[src/rtl/regbus_arbiter_if.sv]
// Bus bundle for the two-master slot-register arbiter: both master request/ack
// channels, the single slave channel and the arbiter status/debug outputs.
interface regbus_arbiter_if #(
  parameter int ADDR_W = 8,
  parameter int DATA_W = 16
);
  logic              m0_req;
  logic              m0_we;
  logic [ADDR_W-1:0] m0_addr;
  logic [DATA_W-1:0] m0_wdata;
  logic              m0_lock;
  logic              m0_ack;
  logic [DATA_W-1:0] m0_rdata;

  logic              m1_req;
  logic              m1_we;
  logic [ADDR_W-1:0] m1_addr;
  logic [DATA_W-1:0] m1_wdata;
  logic              m1_lock;
  logic              m1_ack;
  logic [DATA_W-1:0] m1_rdata;

  logic              s_req;
  logic              s_we;
  logic [ADDR_W-1:0] s_addr;
  logic [DATA_W-1:0] s_wdata;
  logic              s_ack;
  logic [DATA_W-1:0] s_rdata;

  logic              owner;
  logic              busy;
  logic              timeout;
  logic [1:0]        fsm_state;

  // Handshake: mX_req is held (with we/addr/wdata/lock stable) until the
  // one-cycle mX_ack pulse, then dropped; s_req is a one-cycle strobe answered
  // by a one-cycle s_ack carrying s_rdata; only one slave access is outstanding.

  // Arbiter view: accepts master requests and slave responses.
  modport slave (
    input  m0_req, m0_we, m0_addr, m0_wdata, m0_lock,
    input  m1_req, m1_we, m1_addr, m1_wdata, m1_lock,
    input  s_ack, s_rdata,
    output m0_ack, m0_rdata, m1_ack, m1_rdata,
    output s_req, s_we, s_addr, s_wdata,
    output owner, busy, timeout, fsm_state
  );

  // Environment view: the two masters plus the register-bank slave.
  modport master (
    output m0_req, m0_we, m0_addr, m0_wdata, m0_lock,
    output m1_req, m1_we, m1_addr, m1_wdata, m1_lock,
    output s_ack, s_rdata,
    input  m0_ack, m0_rdata, m1_ack, m1_rdata,
    input  s_req, s_we, s_addr, s_wdata,
    input  owner, busy, timeout, fsm_state
  );
endinterface

[src/rtl/regbus_arbiter.sv]
// Two-master round-robin arbiter serialising accesses to the slot register bank,
// with slave timeout. Define REGBUS_ARB_LOCK_EN to enable master bus locking.
module regbus_arbiter #(
  parameter int                ADDR_W   = 8,
  parameter int                DATA_W   = 16,
  parameter int                TIMEOUT  = 64,
  parameter logic [DATA_W-1:0] ERR_DATA = 16'hDEAD
) (
  input  logic           sys_clk,
  input  logic           sys_rst_n,
  regbus_arbiter_if.slave bus
);
  localparam int CNT_W = $clog2(TIMEOUT);
  localparam logic [CNT_W-1:0] CNT_LAST = CNT_W'(TIMEOUT - 1);

  typedef enum logic [1:0] {
    IDLE  = 2'd0,
    ISSUE = 2'd1,
    WAIT  = 2'd2,
    DONE  = 2'd3
  } state_t;

  state_t            state, next_state;
  logic              grant_valid, grant, capture, expire;
  logic              owner_q, last_grant_q, timeout_q, lock_q;
  logic              s_we_q;
  logic [ADDR_W-1:0] s_addr_q;
  logic [DATA_W-1:0] s_wdata_q, m0_rdata_q, m1_rdata_q, done_data;
  logic [CNT_W-1:0]  cnt_q;

  always_ff @(posedge sys_clk or negedge sys_rst_n) begin
    if (!sys_rst_n) state <= IDLE;
    else            state <= next_state;
  end

  always_comb begin
    next_state  = state;
    grant_valid = 1'b0;
    grant       = 1'b0;
    capture     = 1'b0;
    expire      = 1'b0;
    case (state)
      IDLE: begin
        if (lock_q) begin
          // A locked owner keeps the bus; the other master waits.
          grant       = owner_q;
          grant_valid = owner_q ? bus.m1_req : bus.m0_req;
        end else begin
          grant_valid = bus.m0_req | bus.m1_req;
          grant       = (bus.m0_req && bus.m1_req) ? ~last_grant_q : bus.m1_req;
        end
        if (grant_valid) next_state = ISSUE;
      end
      ISSUE: begin
        if (bus.s_ack) begin
          capture    = 1'b1;
          next_state = DONE;
        end else begin
          next_state = WAIT;
        end
      end
      WAIT: begin
        if (bus.s_ack) begin
          capture    = 1'b1;
          next_state = DONE;
        end else if (cnt_q == CNT_LAST) begin
          expire     = 1'b1;
          next_state = DONE;
        end
      end
      DONE:    next_state = IDLE;
      default: next_state = IDLE;
    endcase
  end

  assign done_data = capture ? bus.s_rdata : ERR_DATA;

  always_ff @(posedge sys_clk or negedge sys_rst_n) begin
    if (!sys_rst_n) begin
      owner_q      <= 1'b0;
      last_grant_q <= 1'b1;
      timeout_q    <= 1'b0;
      s_we_q       <= 1'b0;
      s_addr_q     <= '0;
      s_wdata_q    <= '0;
      m0_rdata_q   <= '0;
      m1_rdata_q   <= '0;
      cnt_q        <= '0;
    end else begin
      timeout_q <= expire;
      if (grant_valid) begin
        owner_q   <= grant;
        s_we_q    <= grant ? bus.m1_we    : bus.m0_we;
        s_addr_q  <= grant ? bus.m1_addr  : bus.m0_addr;
        s_wdata_q <= grant ? bus.m1_wdata : bus.m0_wdata;
      end
      // Counter saturates at its terminal value rather than wrapping.
      if (state == ISSUE)
        cnt_q <= '0;
      else if (state == WAIT && cnt_q != CNT_LAST)
        cnt_q <= cnt_q + CNT_W'(1);
      if (capture || expire) begin
        if (owner_q) m1_rdata_q <= done_data;
        else         m0_rdata_q <= done_data;
      end
      if (state == DONE) last_grant_q <= owner_q;
    end
  end

`ifdef REGBUS_ARB_LOCK_EN
  // Lock is sampled on entry to DONE; a forced completion always releases it.
  always_ff @(posedge sys_clk or negedge sys_rst_n) begin
    if (!sys_rst_n)
      lock_q <= 1'b0;
    else if (expire)
      lock_q <= 1'b0;
    else if (capture)
      lock_q <= owner_q ? bus.m1_lock : bus.m0_lock;
  end
`else
  logic unused_lock;
  assign lock_q      = 1'b0;
  assign unused_lock = bus.m0_lock ^ bus.m1_lock;
`endif

  assign bus.s_req     = (state == ISSUE);
  assign bus.s_we      = s_we_q;
  assign bus.s_addr    = s_addr_q;
  assign bus.s_wdata   = s_wdata_q;
  assign bus.m0_ack    = (state == DONE) && !owner_q;
  assign bus.m1_ack    = (state == DONE) &&  owner_q;
  assign bus.m0_rdata  = m0_rdata_q;
  assign bus.m1_rdata  = m1_rdata_q;
  assign bus.owner     = owner_q;
  assign bus.busy      = (state != IDLE);
  assign bus.timeout   = timeout_q;
  assign bus.fsm_state = state;
endmodule

[src/flat_wrapper.sv]
// flat-port wrapper written by rule: the top's interface ports become plain ports
module regbus_arbiter_flat 
#(
  parameter int                ADDR_W   = 8,
  parameter int                DATA_W   = 16,
  parameter int                TIMEOUT  = 64,
  parameter logic [DATA_W-1:0] ERR_DATA = 16'hDEAD
)
  (sys_clk, sys_rst_n, bus_m0_req, bus_m0_we, bus_m0_addr, bus_m0_wdata, bus_m0_lock, bus_m1_req, bus_m1_we, bus_m1_addr, bus_m1_wdata, bus_m1_lock, bus_s_ack, bus_s_rdata, bus_m0_ack, bus_m0_rdata, bus_m1_ack, bus_m1_rdata, bus_s_req, bus_s_we, bus_s_addr, bus_s_wdata, bus_owner, bus_busy, bus_timeout, bus_fsm_state);
  regbus_arbiter_if #(.ADDR_W(ADDR_W), .DATA_W(DATA_W)) bus_i ();
  input  logic sys_clk;
  input  logic sys_rst_n;
  input wire logic [$bits(bus_i.m0_req)-1:0] bus_m0_req;
  input wire logic [$bits(bus_i.m0_we)-1:0] bus_m0_we;
  input wire logic [$bits(bus_i.m0_addr)-1:0] bus_m0_addr;
  input wire logic [$bits(bus_i.m0_wdata)-1:0] bus_m0_wdata;
  input wire logic [$bits(bus_i.m0_lock)-1:0] bus_m0_lock;
  input wire logic [$bits(bus_i.m1_req)-1:0] bus_m1_req;
  input wire logic [$bits(bus_i.m1_we)-1:0] bus_m1_we;
  input wire logic [$bits(bus_i.m1_addr)-1:0] bus_m1_addr;
  input wire logic [$bits(bus_i.m1_wdata)-1:0] bus_m1_wdata;
  input wire logic [$bits(bus_i.m1_lock)-1:0] bus_m1_lock;
  input wire logic [$bits(bus_i.s_ack)-1:0] bus_s_ack;
  input wire logic [$bits(bus_i.s_rdata)-1:0] bus_s_rdata;
  output wire logic [$bits(bus_i.m0_ack)-1:0] bus_m0_ack;
  output wire logic [$bits(bus_i.m0_rdata)-1:0] bus_m0_rdata;
  output wire logic [$bits(bus_i.m1_ack)-1:0] bus_m1_ack;
  output wire logic [$bits(bus_i.m1_rdata)-1:0] bus_m1_rdata;
  output wire logic [$bits(bus_i.s_req)-1:0] bus_s_req;
  output wire logic [$bits(bus_i.s_we)-1:0] bus_s_we;
  output wire logic [$bits(bus_i.s_addr)-1:0] bus_s_addr;
  output wire logic [$bits(bus_i.s_wdata)-1:0] bus_s_wdata;
  output wire logic [$bits(bus_i.owner)-1:0] bus_owner;
  output wire logic [$bits(bus_i.busy)-1:0] bus_busy;
  output wire logic [$bits(bus_i.timeout)-1:0] bus_timeout;
  output wire logic [$bits(bus_i.fsm_state)-1:0] bus_fsm_state;
  assign bus_i.m0_req = bus_m0_req;
  assign bus_i.m0_we = bus_m0_we;
  assign bus_i.m0_addr = bus_m0_addr;
  assign bus_i.m0_wdata = bus_m0_wdata;
  assign bus_i.m0_lock = bus_m0_lock;
  assign bus_i.m1_req = bus_m1_req;
  assign bus_i.m1_we = bus_m1_we;
  assign bus_i.m1_addr = bus_m1_addr;
  assign bus_i.m1_wdata = bus_m1_wdata;
  assign bus_i.m1_lock = bus_m1_lock;
  assign bus_i.s_ack = bus_s_ack;
  assign bus_i.s_rdata = bus_s_rdata;
  assign bus_m0_ack = bus_i.m0_ack;
  assign bus_m0_rdata = bus_i.m0_rdata;
  assign bus_m1_ack = bus_i.m1_ack;
  assign bus_m1_rdata = bus_i.m1_rdata;
  assign bus_s_req = bus_i.s_req;
  assign bus_s_we = bus_i.s_we;
  assign bus_s_addr = bus_i.s_addr;
  assign bus_s_wdata = bus_i.s_wdata;
  assign bus_owner = bus_i.owner;
  assign bus_busy = bus_i.busy;
  assign bus_timeout = bus_i.timeout;
  assign bus_fsm_state = bus_i.fsm_state;
  regbus_arbiter #(.ADDR_W(ADDR_W), .DATA_W(DATA_W), .TIMEOUT(TIMEOUT), .ERR_DATA(ERR_DATA)) u_core (.sys_clk(sys_clk), .sys_rst_n(sys_rst_n), .bus(bus_i));
endmodule
[config.mk]
export PLATFORM = sky130hd
export DESIGN_NAME = regbus_arbiter_flat
export DESIGN_NICKNAME = d
export VERILOG_FILES = /design/src/rtl/regbus_arbiter_if.sv /design/src/rtl/regbus_arbiter.sv /design/src/flat_wrapper.sv
export SDC_FILE = /design/constraint.sdc
export NUM_CORES = 1
export LEC_CHECK = 0
export ABC_CLOCK_PERIOD_IN_PS = 2100
export BUFFER_PORTS_ARGS = -buffer_cell sky130_fd_sc_hd__buf_2
export CORE_MARGIN = 1.5
export CORE_UTILIZATION = 46
export DETAILED_ROUTE_END_ITERATION = 8
export MAX_ROUTING_LAYER = met4
export PLACE_DENSITY = 0.77
export SKIP_CTS_REPAIR_TIMING = 1
export SLEW_MARGIN = 40
export SYNTH_ARGS = -nofsm -noshare
export SYNTH_HDL_FRONTEND = slang
export SYNTH_SLANG_ARGS = --single-unit
[constraint.sdc]
create_clock -name sys_clk -period 2.1 [get_ports sys_clk]
set_input_delay 0.42 -clock sys_clk [delete_from_list [all_inputs] [get_ports sys_clk]]
set_output_delay 0.42 -clock sys_clk [all_outputs]
set_load 0.01 [all_outputs]
* Yosys cells after proc, flatten, opt, wreduce, memory -nomap -nowiden
Cells that the tools add are included.
Operators by class: $add $sub $neg 1, multiply operators 0, div/mod/pow operators 0, order comparisons 0, equal/unequal tests 7, shift-type cells 0, multiplexer cells 20, bitwise gates (word level) 3, reductions and logical operators 13
Operators with widths (count):
- two-way mux 16 bit | 2
- two-way mux 6 bit | 2
- two-way mux 1 bit | 11
- two-way mux 8 bit | 1
- case mux 2 bit (4 select lines) | 1
- adder 6 x 1 -> 6 bit (second input constant) | 1
- == test 6 bit (second input constant) | 1
- two-way mux 2 bit | 3
- != test 6 bit (second input constant) | 1
- AND reduction 2 bit | 3
- == test 2 bit (second input constant) | 2
- logical AND 1 bit | 4
- nonzero test 2 bit | 2
- != test 3 x 2 -> 1 bit (second input constant) | 1
- == test 2 x 1 -> 1 bit (second input constant) | 1
- zero test 2 bit | 1
- != test 2 x 1 -> 1 bit (second input constant) | 1
- NOT 1 bit | 2
- OR reduction 2 bit | 1
- zero test 1 bit | 1
- logical OR 1 bit | 1
- OR 1 bit | 1
Storage, ports and cells: bits in registers 68, latch bits 0, bits in writable memories 0, ROM bits 0, input bits 73, output and inout bits 65, logic and storage cells 54, memories 0

* Depth between registers and ports, before layout
Gate-level depths: netlist (run 1).
word-level depth 6, gate-level depth with buffers 8, gate-level depth less buffers 6

* Least setup slack after synthesis (run 1)
Ideal clock, no wire load.
path kind reg-to-reg, from reg u_core.state[0], in the netlist u_core.bus.fsm_state[0], to reg u_core.m1_rdata_q[10], in the netlist u_core.bus.m1_rdata[10], setup time 0.121 ns, arrival time 1.659 ns, data required time 1.979 ns, slack 0.320 ns, cell stages (with the launch flop) 8, path buffers 1, clock period less this slack 1.780 ns, path through dfrtp_1 inv_1 ha_1 and2b_1 nor3b_4 o21a_1 buf_4 o22a_1
On the way: elaborated cells between the ends (all ways) 8, those cells by class eq/ne: 2; mux: 3; reduce/logical: 3
RTL lines:
- start, declared | RTL line regbus_arbiter.sv:23 | state_t state, next_state;
- start signal, assigned | RTL line regbus_arbiter.sv:33 | else state <= next_state;
- == test 2 bit | RTL line regbus_arbiter.sv:42 | case (state)
- two-way mux 1 bit | RTL line regbus_arbiter.sv:42
- via u_core.expire | RTL line regbus_arbiter.sv:24 | logic grant_valid, grant, capture, expire;
- logical OR 1 bit | RTL line regbus_arbiter.sv:102 | if (capture || expire) begin
- AND reduction 2 bit (no source line)
- end signal, assigned | RTL line regbus_arbiter.sv:103 | if (owner_q) m1_rdata_q <= done_data;
- end, declared | RTL line regbus_arbiter.sv:28 | logic [DATA_W-1:0] s_wdata_q, m0_rdata_q, m1_rdata_q, done_data;
The timed path passes the listed nets, and every way through them passes these cells. A chain may end at the register's enable or synchronous reset.

* Final worst setup path (run 1)
from reg u_core.state[0], in the netlist u_core.bus.fsm_state[0], to reg u_core.m0_rdata_q[13], in the netlist u_core.bus.m0_rdata[13]
On the way: elaborated cells between the ends (all ways) 8, those cells by class eq/ne: 2; mux: 3; reduce/logical: 3
RTL lines:
- == test 2 bit | RTL line regbus_arbiter.sv:42
- two-way mux 1 bit | RTL line regbus_arbiter.sv:42
- via u_core.expire | RTL line regbus_arbiter.sv:24
- logical OR 1 bit | RTL line regbus_arbiter.sv:102
- AND reduction 2 bit (no source line)
- end signal, assigned | RTL line regbus_arbiter.sv:104 | else m0_rdata_q <= done_data;
- end, declared | RTL line regbus_arbiter.sv:28
The timed path passes the listed nets, and every way through them passes these cells.

==> results of run 1 <==
==> stage by stage <==
stage / std cells / area, sq um
finish: 465 / 3920
global route: 465 / 3920
CTS: 465 / 3920
detailed placement: 449 / 3730
global placement: 449 / 3730
floorplan: 248 / 2950
==> path summary, 6_finish.rpt <==
path	start	to
max in group asynchronous	sys_rst_n	u_core.last_grant_q
hold / removal	sys_rst_n	u_core.bus.m1_rdata[7]
min in group sys_clk	bus_s_rdata[9]	u_core.bus.m1_rdata[9]
setup reg to reg	u_core.bus.fsm_state[0]	u_core.bus.m0_rdata[13]
setup / recovery	u_core.bus.fsm_state[0]	u_core.bus.m0_rdata[13]
hold reg to reg	u_core.bus.s_addr[6]	u_core.bus.s_addr[6]
==> registers in the layout, indices dropped and copies added (netlist names) <==
name and count:
u_core.bus.fsm_state 2, u_core.bus.m0_rdata 16, u_core.bus.m1_rdata 16, u_core.bus.owner 1
u_core.bus.s_addr 8, u_core.bus.s_wdata 16, u_core.bus.s_we 1, u_core.bus.timeout 1
u_core.cnt_q 6, u_core.last_grant_q 1
==> cell usage after synthesis <==
cell type / n
dfrtp_1: 67
nand2_1: 31
o21ai_0: 26
mux2i_1: 25
o22a_1: 20
a22o_1: 10
clkbuf_1: 8
nor2_1: 7
ha_1: 6
buf_4: 4
a21oi_1: 3
inv_1: 3
nand3_1: 3
a211oi_1: 2
a31oi_1: 2
and2_1: 2
and3_1: 2
mux2_2: 2
nor3_1: 2
o21ai_1: 2
o21bai_1: 2
a21o_1: 1
a221oi_1: 1
a22oi_2: 1
a2bb2oi_1: 1
a2bb2oi_2: 1
and2b_1: 1
and4_1: 1
buf_6: 1
dfstp_2: 1
nand2b_1: 1
nor2b_1: 1
nor3b_1: 1
nor3b_4: 1
nor4b_1: 1
o21a_1: 1
o21ba_2: 1
o32a_1: 1
or2_1: 1
xor2_1: 1
==> area by class of cell <==
type | instances | area (sq um)
Fill cell | 485 | 2140
Sequential cell | 68 | 1700
Multi-Input combinational cell | 164 | 1180
Timing Repair Buffer | 139 | 743
Clock buffer | 13 | 169
Tap cell | 75 | 93.8
Clock inverter | 3 | 20.0
Inverter | 3 | 11.3
==> critical path, delay by kind of cell (launching register included) <==
kind | cells | cell delay (ns)
AO/OA/AOI/OAI | 2 | 0.46
buffers and inverters | 1 | 0.15
adder cells (fa/ha/maj) | 1 | 0.26
flip-flops | 1 | 0.43
AND/OR/NAND/NOR | 2 | 0.51
==> placed cells by master (no fill, tap or decap), types with 3 or more instances in the layout <==
cell type,netlist,routed
buf_2,0,135
dfrtp_1,67,67
nand2_1,31,31
o21ai_0,26,26
mux2i_1,25,25
o22a_1,20,20
clkbuf_8,0,12
a22o_1,10,10
nor2_1,7,7
ha_1,6,5
inv_1,3,3
nand3_1,3,3
buf_12,0,3
==> per-layer routing <==
metal  up-vias  global-route usage [%]  share of wire [%]  wire, microns
met5         -                       -                  0              0
met4         0                    8.18                1.2             79
met3         8                    4.37                6.1            405
met2       109                    33.5                 48           3180
met1      1108                    25.9                 44           2930
li1       1169                       -                  -              -
==> cells by family after synthesis <==
kind of cell / after synthesis / share of synthesized area, %
XOR/XNOR: 1 / 0.297
AND/OR/NAND/NOR: 55 / 8.92
multiplexers: 27 / 9.26
adder cells (fa/ha/maj): 6 / 2.55
flip-flops: 68 / 57.8
AO/OA/AOI/OAI: 75 / 18.4
buffers and inverters: 16 / 2.80
==> power groups by stage <==
stage | Sequential, W | Clock [W] | Combinational, W
2_1_floorplan | 0.00252 | 0 | 0.00126
3_3_place_gp | 0.00228 | 0 | 0.00241
3_5_place_dp | 0.00229 | 0 | 0.00250
4_1_cts | 0.00228 | 0.00103 | 0.00250
5_1_grt | 0.00236 | 0.00109 | 0.00274
6_report | 0.00228 | 0.00100 | 0.00247
==> metrics.md, run 1 <==
| Metric | Value |
|---|---|
| CTS H-tree depth | 3 |
| DIE WIDTH | 83.0 microns |
| Row count | 28 |
| Ports | 138 |
| DR WL/cell | 14.2 microns |
| Final WL | 6590 microns |
| Total number of vias | 2,394 |
| Req. time, crit path | 2.31 ns |
| Drt pass-1 iters | 4 |
| Routability Congestion | 0.808 |
| Clock Skew | 0.0102 ns |
| TNS Setup | 0 ns |
| Final nets | 464 |
| Internal | 0.00360 W |
| Leak Pwr | 1.93 nW |
| Synth Net Count | 327 |
| DRC Markers | 0 |
| CTS Buf Count | 9 |
| Slew headroom | 70.1% |
| Clk network pwr share | 17.4% |
| Antenna violations before repair | 0 |
| P_sw | 0.00215 W |
| Sequential share of power | 39.7% |
| Routed Antenna Nets | 0 |
| Outcome | complete, no violations |
| Yosys Warn Count | 0 |
| Port-buffer cells | 135 |
| Starting density of the core | 48.6% |
| Fin. max-slew vios | 0 |
| CP max stage cell | dfrtp_1 |
| CP startpoint kind | register |
| R2r worst-path depth | 6 |
| Fin crit share | 91.6% |
| Die ar. | 6890 sq um |
| Vias in the first global route | 2,469 |
| Critical Path End Type | register |
| Synth top area cells | dfrtp_1, mux2i_1, o22a_1, o21ai_0, nand2_1 |
| Vias per cell | 5.15 |
| Final setup margin | 0.177 ns |
| Pwr Density | 1470 nW/um^2 |
| Worst min path class | in -> async |
| Synthesis-stage register bit count | 68 |
| Total power | 0.00575 W |
| Unique masters post-synth | 40 |
| Post-layout util | 64.7% |
| First-pass GRT wire length | 11,300 microns |
| Synth top area share | 56.9% |
| Final Setup Violations | 0 |
| Sw frac | 37.4% |
| TritonCTS clock tree | yes |
| Global-route usage over all layers | 20.8% |
| Core footprint | 6060 sq um |
| Iter 0 DRT Violations | 124 |
| Worst-path cell chain | inv_1, ha_2, and2b_1, nor3b_4, o21bai_1, a22o_1 |
| Slowest stage delay, CP | 0.43 ns |
| Mapped Area | 2950 sq um |
| CP max FO | 7 |
| Clock root buffer | clkbuf_8 |
| Worst Max-Slew Pin Slew | 0.448 ns |
| Pre-CTS setup slack | 0.144 ns |
| Largest net degree at the start of global routing | 69 |
| Fin crit period | 1.92 ns |
| Combinational power share | 42.9% |
| Fin. Hold Viols | 0 |
| Hold Slack | 0.0992 ns |
| Max-cap violations | 0 |
| Post-synthesis area per instance | 11.9 sq um |
| Synth-to-layout area growth | 33.2% |
| Worst path arrival time | 2.13 ns |
| Clk_lat worst skew | 0.33 ns |
| Synth area leader | dfrtp_1 |
| Share of post-route cells with drive strength above 1 | 42.1% |
| Dpl hpwl | 4780 microns |
| Sequential-to-total area share from yosys stat | 57.8% |
| Die height | 83.0 microns |
| Fmax | 520 MHz |
| Post-Synthesis Cells | 248 |
| R2R Setup Slk | 0.18 ns |
| Critical Setup Path Class | reg -> reg |
| Reg clk slew, reported paths | 0.08 ns |
| CTS Buffer Depth | 2 |
| CTS sink cnt | 68 |
| GRT overflow | 0 |
| RSZ-0062 raised after global routing | no |
| Antenna diodes | 0 |
| Max IR drop VDD | 0.707 mV |
(Power assumes the default switching activity.)
==> run 2, diff against run 1 <==
ABC_AREA = 1   (was not set)
CORE_UTILIZATION = 47   (was 46)
==> metrics.md, run 2 <==
| Metric | Value |
|---|---|
| Outcome | complete, but fails checks (was complete, no violations) |
| Violated checks | design-rule violations |
| Fill cells | 558 (was 485) |
| Most frequent cells in the layout | nand2_1, buf_2, dfrtp_1, nor2_1, nand3_1 (was buf_2, dfrtp_1, nand2_1, o21ai_0, mux2i_1) |
| Fin. Hold Viols | 0 (unchanged) |
| Fmax | 550 MHz (was 520 MHz) |
| Fin crit share | 86.7% (was 91.6%) |
| Asr flop ratio synth | 100% (unchanged) |
| Synth top area cells | dfrtp_1, nand2_1, a31oi_1, nand3_1, nor2_1 (was dfrtp_1, mux2i_1, o22a_1, o21ai_0, nand2_1) |
| Clock Skew | 0.00703 ns (was 0.0102 ns) |
| Final Setup Violations | 0 (unchanged) |
| RSZ-0062 raised after global routing | no (unchanged) |
| Post-Synthesis Cells | 384 (was 248) |
| Sequential share of power | 37.0% (was 39.7%) |
| Global-route usage over all layers | 22.8% (was 20.8%) |
| Slew headroom | 59.7% (was 70.1%) |
| Starting density of the core | 49.3% (was 48.6%) |
| CP startpoint kind | register (unchanged) |
| Mux contribution to synthesized area | 0% (was 9.26%) |
| Synth top area share | 53.0% (was 56.9%) |
| CP max FO | 7 (unchanged) |
| Drt pass-1 iters | 7 (was 4) |
| Internal | 0.00366 W (was 0.00360 W) |
| Largest family of logic cells by synthesized area | simple AND/OR/NAND/NOR gates (was compound AO/OA/AOI/OAI gates) |
| Fin crit period | 1.82 ns (was 1.92 ns) |
| Pwr Density | 1530 nW/um^2 (was 1470 nW/um^2) |
| Synthesis-stage register bit count | 68 (unchanged) |
| First-pass GRT wire length | 12,600 microns (was 11,300 microns) |
| Critical Setup Path Class | reg -> out (was reg -> reg) |
| GRT overflow | 0 (unchanged) |
| RR Startpoint | u_core.bus.owner (was u_core.bus.fsm_state[0]) |
| Synth-to-layout area growth | 29.8% (was 33.2%) |
| Die ar. | 7240 sq um (was 6890 sq um) |
| Clk_lat worst skew | 0.34 ns (was 0.33 ns) |
| Leading cell type in the layout, fill and taps excluded | nand2_1 (was buf_2) |
| Worst Max-Slew Pin Slew | 0.601 ns (was 0.448 ns) |
| Final nets | 598 (was 464) |
| Worst min path class | in -> async (unchanged) |
| Vias per cell | 4.93 (was 5.15) |
| Bufs and invs on worst path | 3 (was 1) |
| Cell Count Post-Placement | 585 (was 449) |
| DR WL/cell | 12.8 microns (was 14.2 microns) |
| Total number of vias | 2,962 (was 2,394) |
| Vias in the first global route | 2,671 (was 2,469) |
| DRC Markers | 10 (was 0) |
| Core footprint | 6420 sq um (was 6060 sq um) |
| Antenna diodes | 0 (unchanged) |
| Unique masters post-synth | 25 (was 40) |
| Worst path arrival time | 1.40 ns (was 2.13 ns) |
| CP Launch Point | u_core.bus.fsm_state[0] (unchanged) |
| CTS Buffer Depth | 2 (unchanged) |
| Area share of and/or/nand/nor cells after synthesis | 31.9% (was 8.92%) |
| Leading register cell type out of synthesis | dfrtp_1 (unchanged) |
| Ports | 138 (unchanged) |
| Critical Path End Type | primary output (was register) |
| Sequential-to-total area share from yosys stat | 53.8% (was 57.8%) |
| Adder-cell share of the synthesized area | 2.37% (was 2.55%) |
| Post-layout util | 64.0% (was 64.7%) |
| TNS Setup | 0 ns (unchanged) |
| Share of post-route cells with drive strength above 1 | 33.6% (was 42.1%) |
| Top-count cell post-synth | nand2_1 (was dfrtp_1) |
| Max-cap violations | 0 (unchanged) |
| Slowest stage delay, CP | 0.44 ns (was 0.43 ns) |
| Worst-path cell chain | inv_1, ha_1, inv_1, buf_2 (was inv_1, ha_2, and2b_1, nor3b_4, o21bai_1, a22o_1) |
| XOR/XNOR share of the synthesized area | 0.277% (was 0.297%) |
| Seq. cell area | 1700 sq um (unchanged) |
| Final non-filler cell total | 601 (was 465) |
| Mapped Area | 3170 sq um (was 2950 sq um) |
| Fin. max-slew vios | 0 (unchanged) |
| Clk network pwr share | 17.2% (was 17.4%) |
| CP max stage cell | dfrtp_1 (unchanged) |
| CTS sink cnt | 68 (unchanged) |
| Synth area leader | dfrtp_1 (unchanged) |
| Leak Pwr | 2.27 nW (was 1.93 nW) |
| CTS H-tree depth | 3 (unchanged) |
| Combinational power share | 45.8% (was 42.9%) |
| Sw frac | 41.9% (was 37.4%) |
| CTS Buf Count | 9 (unchanged) |
| Area of the multi-input gates | 1290 sq um (was 1180 sq um) |
| Synth Net Count | 463 (was 327) |
| Row count | 29 (was 28) |
| Yosys Warn Count | 0 (unchanged) |
| Antenna violations before repair | 0 (unchanged) |
| Dpl hpwl | 5530 microns (was 4780 microns) |
| Post-synthesis compound-gate area fraction | 6.09% (was 18.4%) |
| TritonCTS clock tree | yes (unchanged) |
| Reg clk slew, reported paths | 0.07 ns (was 0.08 ns) |
| Post-synthesis area per instance | 8.24 sq um (was 11.9 sq um) |
| Die height | 85.1 microns (was 83.0 microns) |
| Routability Congestion | 0.824 (was 0.808) |
| Top post-synthesis cells by count | nand2_1, dfrtp_1, nor2_1, nand3_1, a31oi_1 (was dfrtp_1, nand2_1, o21ai_0, mux2i_1, o22a_1) |
| DIE WIDTH | 85.1 microns (was 83.0 microns) |
| Max IR drop VDD | 0.612 mV (was 0.707 mV) |
| Iter 0 DRT Violations | 129 (was 124) |
| Largest net degree at the start of global routing | 52 (was 69) |
| CP delay by family, top | flip-flops (was simple AND/OR/NAND/NOR gates) |
| Clock root buffer | clkbuf_8 (unchanged) |
| Req. time, crit path | 1.68 ns (was 2.31 ns) |
| Final WL | 7690 microns (was 6590 microns) |
| EDFF count, synth | 0 (unchanged) |
| Routed Antenna Nets | 0 (unchanged) |
| Most used cell, CP | inv_1 |
| Port-buffer cells | 135 (unchanged) |
| P_sw | 0.00264 W (was 0.00215 W) |
==> run 2: cell types whose count changed in the layout (fill, tap and decap cells not counted), moves of 3 or more <==
cell	delta
nand2_1	+119
a22o_1	-10
o22a_1	-20
a31oi_1	+23
or2_2	+10
mux2i_1	-25
nand2_4	+3
nor2_1	+31
nand3_1	+28
o21ai_0	-22
inv_1	+17
buf_4	+4
==> run 2: per-stage QoR <==
| step | instance area (sq um) | hold WS [ns] | total power (W) | setup WS, ns |
|---|---|---|---|---|
| after floorplan | 3170 | 0.124 | 0.00415 | 0.388 |
| after global placement | 3910 | 0.446 | 0.00513 | 0.361 |
| after detailed placement | 3910 | 0.455 | 0.00524 | 0.344 |
| after CTS | 4110 | 0.0841 | 0.00635 | 0.259 |
| after global routing | 4110 | 0.110 | 0.00680 | 0.147 |
| final | 4110 | 0.0858 | 0.00630 | 0.280 |
==> run 2: routing by layer <==
| layer | part of all wire (%) | GRT usage [%] |
|---|---|---|
| met5 | 0 | - |
| met2 | 48 | 34.4 |
| met3 | 7.7 | 6.23 |
| met1 | 43 | 29.9 |
| met4 | 1.1 | 7.45 |
==> run 2: worst paths after layout <==
kind	endpoint	slack [ns]	cells past startpoint
setup / recovery	bus_busy	0.28	4
hold / removal	u_core.bus.fsm_state[0]	0.09	2
setup reg to reg	u_core.bus.m0_rdata[12]	0.29	4
hold reg to reg	u_core.bus.m0_rdata[11]	0.47	2
max in group asynchronous	u_core.bus.s_we	1.58	2
min in group sys_clk	u_core.bus.s_addr[6]	0.33	3
==> run 2: logic make-up (layout without fill, tap and decap cells) <==
| family | after synthesis | after routing |
|---|---|---|
| buf+inv | 39 | 179 |
| simple gates | 239 | 239 |
| flops | 68 | 68 |
| compound gates | 31 | 31 |
| fa+ha+maj | 6 | 6 |
| xor+xnor | 1 | 1 |
==> run 2: final cells by class <==
cell class,instances,share of cell area [%]
Sequential cell,68,41.4
Multi-Input combinational cell,277,31.4
Timing Repair Buffer,141,17.8
Clock buffer,12,3.77
Tap cell,77,2.34
Inverter,22,2.01
Clock inverter,4,1.16
==> run 2: power groups by stage <==
stage	sequential, W	clock [W]	combinational (W)
global placement	0.00232	0	0.00281
floorplan	0.00257	0	0.00158
finish	0.00233	0.00108	0.00288
CTS	0.00233	0.00112	0.00291
detailed placement	0.00234	0	0.00291
global route	0.00241	0.00116	0.00323
